`config.mk`:
```
export PLATFORM = sky130hd
export DESIGN_NAME = mc_control_fsm
export DESIGN_NICKNAME = d
export VERILOG_FILES = /design/src/rtl/mc_control_fsm.sv
export SDC_FILE = /design/constraint.sdc
export NUM_CORES = 1
export LEC_CHECK = 0
export ABC_AREA = 1
export CORE_MARGIN = 3
export CORE_UTILIZATION = 40
export DETAILED_ROUTE_END_ITERATION = 16
export DONT_BUFFER_PORTS = 1
export HOLD_SLACK_MARGIN = 0.15
export SYNTH_ARGS = -nofsm -noshare
export SYNTH_HDL_FRONTEND = slang
export SYNTH_SLANG_ARGS = --single-unit
```
`constraint.sdc`:
```
create_clock -name clk -period 1.5 [get_ports clk]
set_clock_uncertainty 0.2 [all_clocks]
set_input_delay 0 -clock clk [delete_from_list [all_inputs] [get_ports clk]]
set_output_delay 0 -clock clk [all_outputs]
set_load 0.1 [all_outputs]
```
`src/rtl/mc_control_fsm.sv`:
```
// Main multicycle control FSM for the RV32I core: sequences fetch/decode/execute/memory/writeback.
// Optional macro CTRL_TRAP_EN: illegal opcodes trap and set a sticky illegal_instr flag.
module mc_control_fsm #(
   parameter int STATE_W = 4
) (
   input  logic               clk,
   input  logic               rst,
   input  logic [6:0]         opcode,
   input  logic               mem_ready,
   output logic               pc_write,
   output logic               branch,
   output logic               ir_write,
   output logic               adr_src,
   output logic               mem_read,
   output logic               mem_write,
   output logic               reg_write,
   output logic [1:0]         result_src,
   output logic [1:0]         alu_src_a,
   output logic [1:0]         alu_src_b,
   output logic [1:0]         alu_op,
   output logic               illegal_instr,
   output logic [STATE_W-1:0] state_o
);

   localparam logic [STATE_W-1:0] S_FETCH    = STATE_W'(0);
   localparam logic [STATE_W-1:0] S_DECODE   = STATE_W'(1);
   localparam logic [STATE_W-1:0] S_MEMADR   = STATE_W'(2);
   localparam logic [STATE_W-1:0] S_MEMREAD  = STATE_W'(3);
   localparam logic [STATE_W-1:0] S_MEMWB    = STATE_W'(4);
   localparam logic [STATE_W-1:0] S_MEMWRITE = STATE_W'(5);
   localparam logic [STATE_W-1:0] S_EXECR    = STATE_W'(6);
   localparam logic [STATE_W-1:0] S_EXECI    = STATE_W'(7);
   localparam logic [STATE_W-1:0] S_ALUWB    = STATE_W'(8);
   localparam logic [STATE_W-1:0] S_BRANCH   = STATE_W'(9);
   localparam logic [STATE_W-1:0] S_JAL      = STATE_W'(10);
   localparam logic [STATE_W-1:0] S_JALR     = STATE_W'(11);
   localparam logic [STATE_W-1:0] S_LUI      = STATE_W'(12);
   localparam logic [STATE_W-1:0] S_AUIPC    = STATE_W'(13);
   localparam logic [STATE_W-1:0] S_TRAP     = STATE_W'(14);

   localparam logic [6:0] OP_LOAD  = 7'b0000011;
   localparam logic [6:0] OP_STORE = 7'b0100011;
   localparam logic [6:0] OP_R     = 7'b0110011;
   localparam logic [6:0] OP_I     = 7'b0010011;
   localparam logic [6:0] OP_BR    = 7'b1100011;
   localparam logic [6:0] OP_JAL   = 7'b1101111;
   localparam logic [6:0] OP_JALR  = 7'b1100111;
   localparam logic [6:0] OP_LUI   = 7'b0110111;
   localparam logic [6:0] OP_AUIPC = 7'b0010111;

   logic [STATE_W-1:0] state;
   logic [STATE_W-1:0] next_state;

   always_ff @(posedge clk or posedge rst) begin
      if (rst) state <= S_FETCH;
      else     state <= next_state;
   end

   always_comb begin
      next_state = state;
      case (state)
         S_FETCH:    if (mem_ready) next_state = S_DECODE;
         S_DECODE: begin
            case (opcode)
               OP_LOAD, OP_STORE: next_state = S_MEMADR;
               OP_R:              next_state = S_EXECR;
               OP_I:              next_state = S_EXECI;
               OP_BR:             next_state = S_BRANCH;
               OP_JAL:            next_state = S_JAL;
               OP_JALR:           next_state = S_JALR;
               OP_LUI:            next_state = S_LUI;
               OP_AUIPC:          next_state = S_AUIPC;
`ifdef CTRL_TRAP_EN
               default:           next_state = S_TRAP;
`else
               default:           next_state = S_FETCH;
`endif
            endcase
         end
         S_MEMADR:   next_state = (opcode == OP_LOAD) ? S_MEMREAD : S_MEMWRITE;
         S_MEMREAD:  if (mem_ready) next_state = S_MEMWB;
         S_MEMWB:    next_state = S_FETCH;
         S_MEMWRITE: if (mem_ready) next_state = S_FETCH;
         S_EXECR, S_EXECI, S_LUI, S_AUIPC, S_JAL: next_state = S_ALUWB;
         S_ALUWB, S_BRANCH: next_state = S_FETCH;
         S_JALR:     next_state = S_JAL;
`ifdef CTRL_TRAP_EN
         S_TRAP:     next_state = S_TRAP;
`endif
         default:    next_state = S_FETCH;
      endcase
   end

   // Outputs decode from state; held at zero while reset is asserted so an aborted access writes nothing.
   always_comb begin
      pc_write   = 1'b0;
      branch     = 1'b0;
      ir_write   = 1'b0;
      adr_src    = 1'b0;
      mem_read   = 1'b0;
      mem_write  = 1'b0;
      reg_write  = 1'b0;
      result_src = 2'b00;
      alu_src_a  = 2'b00;
      alu_src_b  = 2'b00;
      alu_op     = 2'b00;
      if (!rst) begin
         case (state)
            S_FETCH: begin
               mem_read = 1'b1;
               if (mem_ready) begin
                  ir_write   = 1'b1;
                  pc_write   = 1'b1;
                  alu_src_b  = 2'b10;
                  result_src = 2'b10;
               end
            end
            S_DECODE: begin
               alu_src_a = 2'b01;
               alu_src_b = 2'b01;
            end
            S_MEMADR, S_JALR: begin
               alu_src_a = 2'b10;
               alu_src_b = 2'b01;
            end
            S_MEMREAD: begin
               adr_src  = 1'b1;
               mem_read = 1'b1;
            end
            S_MEMWB: begin
               result_src = 2'b01;
               reg_write  = 1'b1;
            end
            S_MEMWRITE: begin
               adr_src   = 1'b1;
               mem_write = 1'b1;
            end
            S_EXECR: begin
               alu_src_a = 2'b10;
               alu_op    = 2'b10;
            end
            S_EXECI: begin
               alu_src_a = 2'b10;
               alu_src_b = 2'b01;
               alu_op    = 2'b10;
            end
            S_ALUWB:  reg_write = 1'b1;
            S_BRANCH: begin
               alu_src_a = 2'b10;
               alu_op    = 2'b01;
               branch    = 1'b1;
            end
            S_JAL: begin
               alu_src_a = 2'b01;
               alu_src_b = 2'b10;
               pc_write  = 1'b1;
            end
            S_LUI: begin
               alu_src_a = 2'b11;
               alu_src_b = 2'b01;
            end
            S_AUIPC: begin
               alu_src_a = 2'b01;
               alu_src_b = 2'b01;
            end
            default: ;
         endcase
      end
   end

`ifdef CTRL_TRAP_EN
   // TRAP is absorbing until reset, so the flag is sticky by construction.
   assign illegal_instr = !rst && (state == S_TRAP);
`else
   assign illegal_instr = 1'b0;
`endif

   assign state_o = state;

endmodule

```
==> results.md, run 1 <==
- Clk sinks: 4
- Outcome: stopped before the end
- Post-synth cell types: 19
- Number of synthesized register bits: 4
- Initial Util: 0.434
- CTS root buf: clkbuf_4
- First error: [ERROR DPL-0038] Utilization greater than 100%, impossible to legalize
- CTS Buf Count: 3
- CTS Buffer Depth: 2
- Syn Inst Count: 106
- Last stage: 4_1_cts
- Post-synthesis cell area: 579 um2
- I/O pins: 30
- Synth warnings: 0
- RD Place Congestion: 0.958
- Synthesized net count: 116
- Sequential share of the synthesized area: 0.173
- Die H: 44.1 um
- Top post-synthesis cells by area: nand2_1, dfrtp_1, nand3_1, nor2_1, nor2_4
- Site Rows: 13
- DP Area: 1240 um2
- Cell taking the most area after synthesis: nand2_1
- Post-CTS setup buffer count: 5
- Die Wd: 44.1 um
- HPWL Detailed: 2470 um
- CTS H-Tree Depth: 1
- Port buffer count: 0
- Syn avg cell area: 5.47 um2
- # resized after CTS: 12
- Synth top area share: 0.188
- Post-CTS Hold Buffers: 10
[synth_stat cells]
master,instances
nand2_1,29
nand3_1,16
nor2_1,16
inv_1,10
a21oi_1,7
dfrtp_1,4
nand2_2,4
nor2_4,4
inv_2,3
nor3_1,3
clkinv_1,2
a31oi_1,1
buf_4,1
clkbuf_1,1
conb_1,1
nand2_4,1
nand4_1,1
nor2_2,1
o21ai_2,1
[per-stage QoR]
stage	utilization	setup TNS, ns	hold WS [ns]	std cells	worst slack [ns]
2_1_floorplan	-	-4.91	-0.426	106	-0.403
3_3_place_gp	0.930	-0.0262	-0.411	151	-0.0214
3_5_place_dp	0.930	-0.529	-0.397	151	-0.108
[logic make-up after synthesis]
kind of cell,after synthesis,synth area share
AOI/OAI and AO/OA,9,0.0864
buffers and inverters,17,0.117
DFF,4,0.173
other,1,0.00647
and+or+nand+nor,75,0.618
==> run 2: changes to the inputs <==
Settings changed: CORE_AREA from default to 3 3 64 66, CORE_MARGIN 3 to default, CORE_UTILIZATION 40 to default, DIE_AREA from default to 0 0 67 69, HOLD_SLACK_MARGIN 0.15 to default, PLACE_DENSITY_LB_ADDON from default to 0.15.
==> run 2 against run 1 <==
The flow now finishes, with violations (hold timing, setup timing). Area after synthesis stayed put. Synthesized cell count did not move.
==> results.md, run 2 <==
- HPWL Detailed: 1720 um
- Power Density: around 1300 nW/um2
- Top post-synthesis cells by area: nand2_1, dfrtp_1, nand3_1, nor2_1, nor2_4
- Max FFs per register: 4
- # fillers: 379
- Switching power: 1.13 mW
- FMAX: around 0.58 GHz
- Worst-path maximum fanout: 7
- Number of synthesized register bits: 4
- CTS Buf Count: 3
- Syn Inst Count: 106
- Syn avg cell area: approximately 5.5 um2
- Leak: 0.675 nW
- Initial antenna violation count: 0
- Critical path capture point type: output port
- Synthesized net count: 116
- Reg power frac: 0.109
- Switching share of power: 0.562
- WHS: -0.0228 ns
- Top FF cell, synth: dfrtp_1
- Commonest non-fill, non-tap cell in the layout: nand2_1
- Top post-synthesis cells by count: nand2_1, nand3_1, nor2_1
- FF-to-FF setup slack: -0.16 ns
- Worst hold stages: 2
- Core box area: 3630 um2
- Crit share post-route: 1.16
- Share of cells above drive strength 1: 0.579
- Final Max Slew Viols: 0
- Worst Hold Endpoint: alu_src_b[0]
- Commonest non-fill, non-tap cells in the layout: nand2_1, buf_4, buf_12
- Final instance area: 1560 um2
- Site Rows: 22
- Logic pwr share: 0.781
- Routed Antenna Nets: 0
- Worst R2R Start: state_o[3]
- Outcome: finished with violations
- Clock transition at path regs: 0.03 ns
- Die H: about 70 um
- Synth top area share: 0.188
- Die Wd: 67 um
- Critical Path Start Type: register
- CTS root buf: clkbuf_8
- Worst EP required: 1.30 ns
- Worst skew pair latency: 0.21 ns
- CTS Buffer Depth: 2
- VDD IR-drop max: 0.601 mV
- First-pass GRT wire length: around 3700 um
- DRC violations left: 0
- Cell with the most instances after synthesis: nand2_1
- Failing checks: hold timing, setup timing
- Initial Util: 0.159
- R2R Path End: state_o[0]
- Final worst setup slack: -0.234 ns
- Final hold vios: 13
- Routed len/inst: 10.5 um
- Synth warnings: 0
- I/O pins: 30
- Post-synthesis cell area: approximately 580 um2
- Final setup vio count: 17
- Worst r2r path cells: 10
- Layout Nets: 171
- Sequential share of the synthesized area: 0.173
- Largest net degree at the start of global routing: 15
- RD Place Congestion: 0.831
- Port buffer count: 0
- Clock power share: 0.110
- Post-synth cell types: 19
- Cell taking the most area after synthesis: nand2_1
- Cell internal pwr: 0.880 mW
- RSZ-0062 raised after global routing: true
- CP Data Arrival Time: 1.53 ns
- Crit path kind: register to output port
- DP Area: 1270 um2
- Via/cell ratio: 4.16
- Final WL: 2180 um
- Grt ovf: 0
- Design Power: approximately 2 mW
- Dpl cells: 184
- Inserted Diodes: 0
- Post-Layout Cell Count: 207
- Pre-Repair DR Iteration Count: 4
- CTS H-Tree Depth: 1
- Number of flops mapped to enable cells by yosys: 0
- Clk sinks: 4
- Die area: between 4000 and 5000 um2
- Via count: 862
- Max-Cap Viols: 0
- Area Overhead vs Synth: 170%
- GRT Util Overall: 0.0991
- Post-CTS Hold Buffers: 10
- Ys async rst share: 1.00
- Worst min-delay path startpoint: rst
- Violation count after the first detailed-route iteration: 33
- TritonCTS clock tree: built
- Final min period: 1.73 ns
- Tightest Hold Check Type: primary input to output port
- Vias in the first global route: 864
==> run 2: cell counts after synthesis <==
Identical to the previous run, type by type.
==> run 2: kinds of logic (layout without fill, tap and decap cells) <==
group | after synthesis | after routing | synth area share
AND/OR/NAND/NOR | 75 | 75 | 0.618
buffers and inverters | 17 | 70 | 0.117
other | 1 | 1 | 0.00647
flip-flops | 4 | 4 | 0.173
AO/OA/AOI/OAI | 9 | 9 | 0.0864
==> run 2: worst max-delay path by stage <==
stage / start / end / slack [ns]
after floorplan: state_o[1] / alu_op[0] / -0.40
after global placement: state_o[0] / pc_write / -0.04
after detailed placement: state_o[3] / state_o[0] / -0.04
after CTS: state_o[0] / alu_src_b[0] / -0.23
after global routing: state_o[3] / alu_src_b[1] / -0.29
final: state_o[0] / alu_src_a[1] / -0.23
==> run 2: routing by layer <==
layer	share of wire	wire length, um	up-vias	track usage
li1	-	-	442	-
met3	0.068	149	0	0.0391
met5	0	0	-	0
met4	0	0	0	0
met2	0.52	1140	23	0.172
met1	0.41	886	397	0.120
==> run 2: final cells by class <==
class                           instances  area [um2]  share of cell area
Tap cell                               48        60.1              0.0384
Clock buffer                            3        41.3              0.0264
Multi-Input combinational cell         85         648               0.414
Sequential cell                         4         115              0.0736
Inverter                               15        70.1              0.0448
Timing Repair Buffer                   52         629               0.402
==> run 2: worst max-delay path: stages, from the launching register on <==
cell     delay (ns)
dfrtp_4        0.54
nor2_4         0.21
nand3_1        0.15
a31oi_4        0.21
buf_12         0.19
==> run 2: through the flow <==
stage	hold slack [ns]	utilization	TNS (ns)	setup slack (ns)
floorplan	-0.426	-	-4.91	-0.403
global placement	-0.405	0.349	-0.179	-0.0442
detailed placement	-0.401	0.349	-0.189	-0.0431
CTS	-0.0240	0.412	-2.81	-0.234
global route	-0.0216	0.430	-4.00	-0.294
finish	-0.0228	0.430	-2.96	-0.234
==> run 2: timing repair <==
| item | CTS | global route |
|---|---|---|
| buffers inserted | 6 | 4 |
| endpoints found under the setup margin | 17 | 19 |
| pin swaps | 9 | 7 |
| resized for setup | 13 | 10 |
| hold endpoints to repair | 21 | 13 |
==> run 2: power groups by stage <==
stage	registers, mW	logic (mW)	clock network [mW]
after floorplan	0.344	0.851	0
after global placement	0.212	1.39	0
after detailed placement	0.211	1.39	0
after CTS	0.216	1.51	0.223
after global routing	0.223	1.64	0.238
final	0.219	1.57	0.220
No activity file was read; power rests on OpenSTA's default activity.
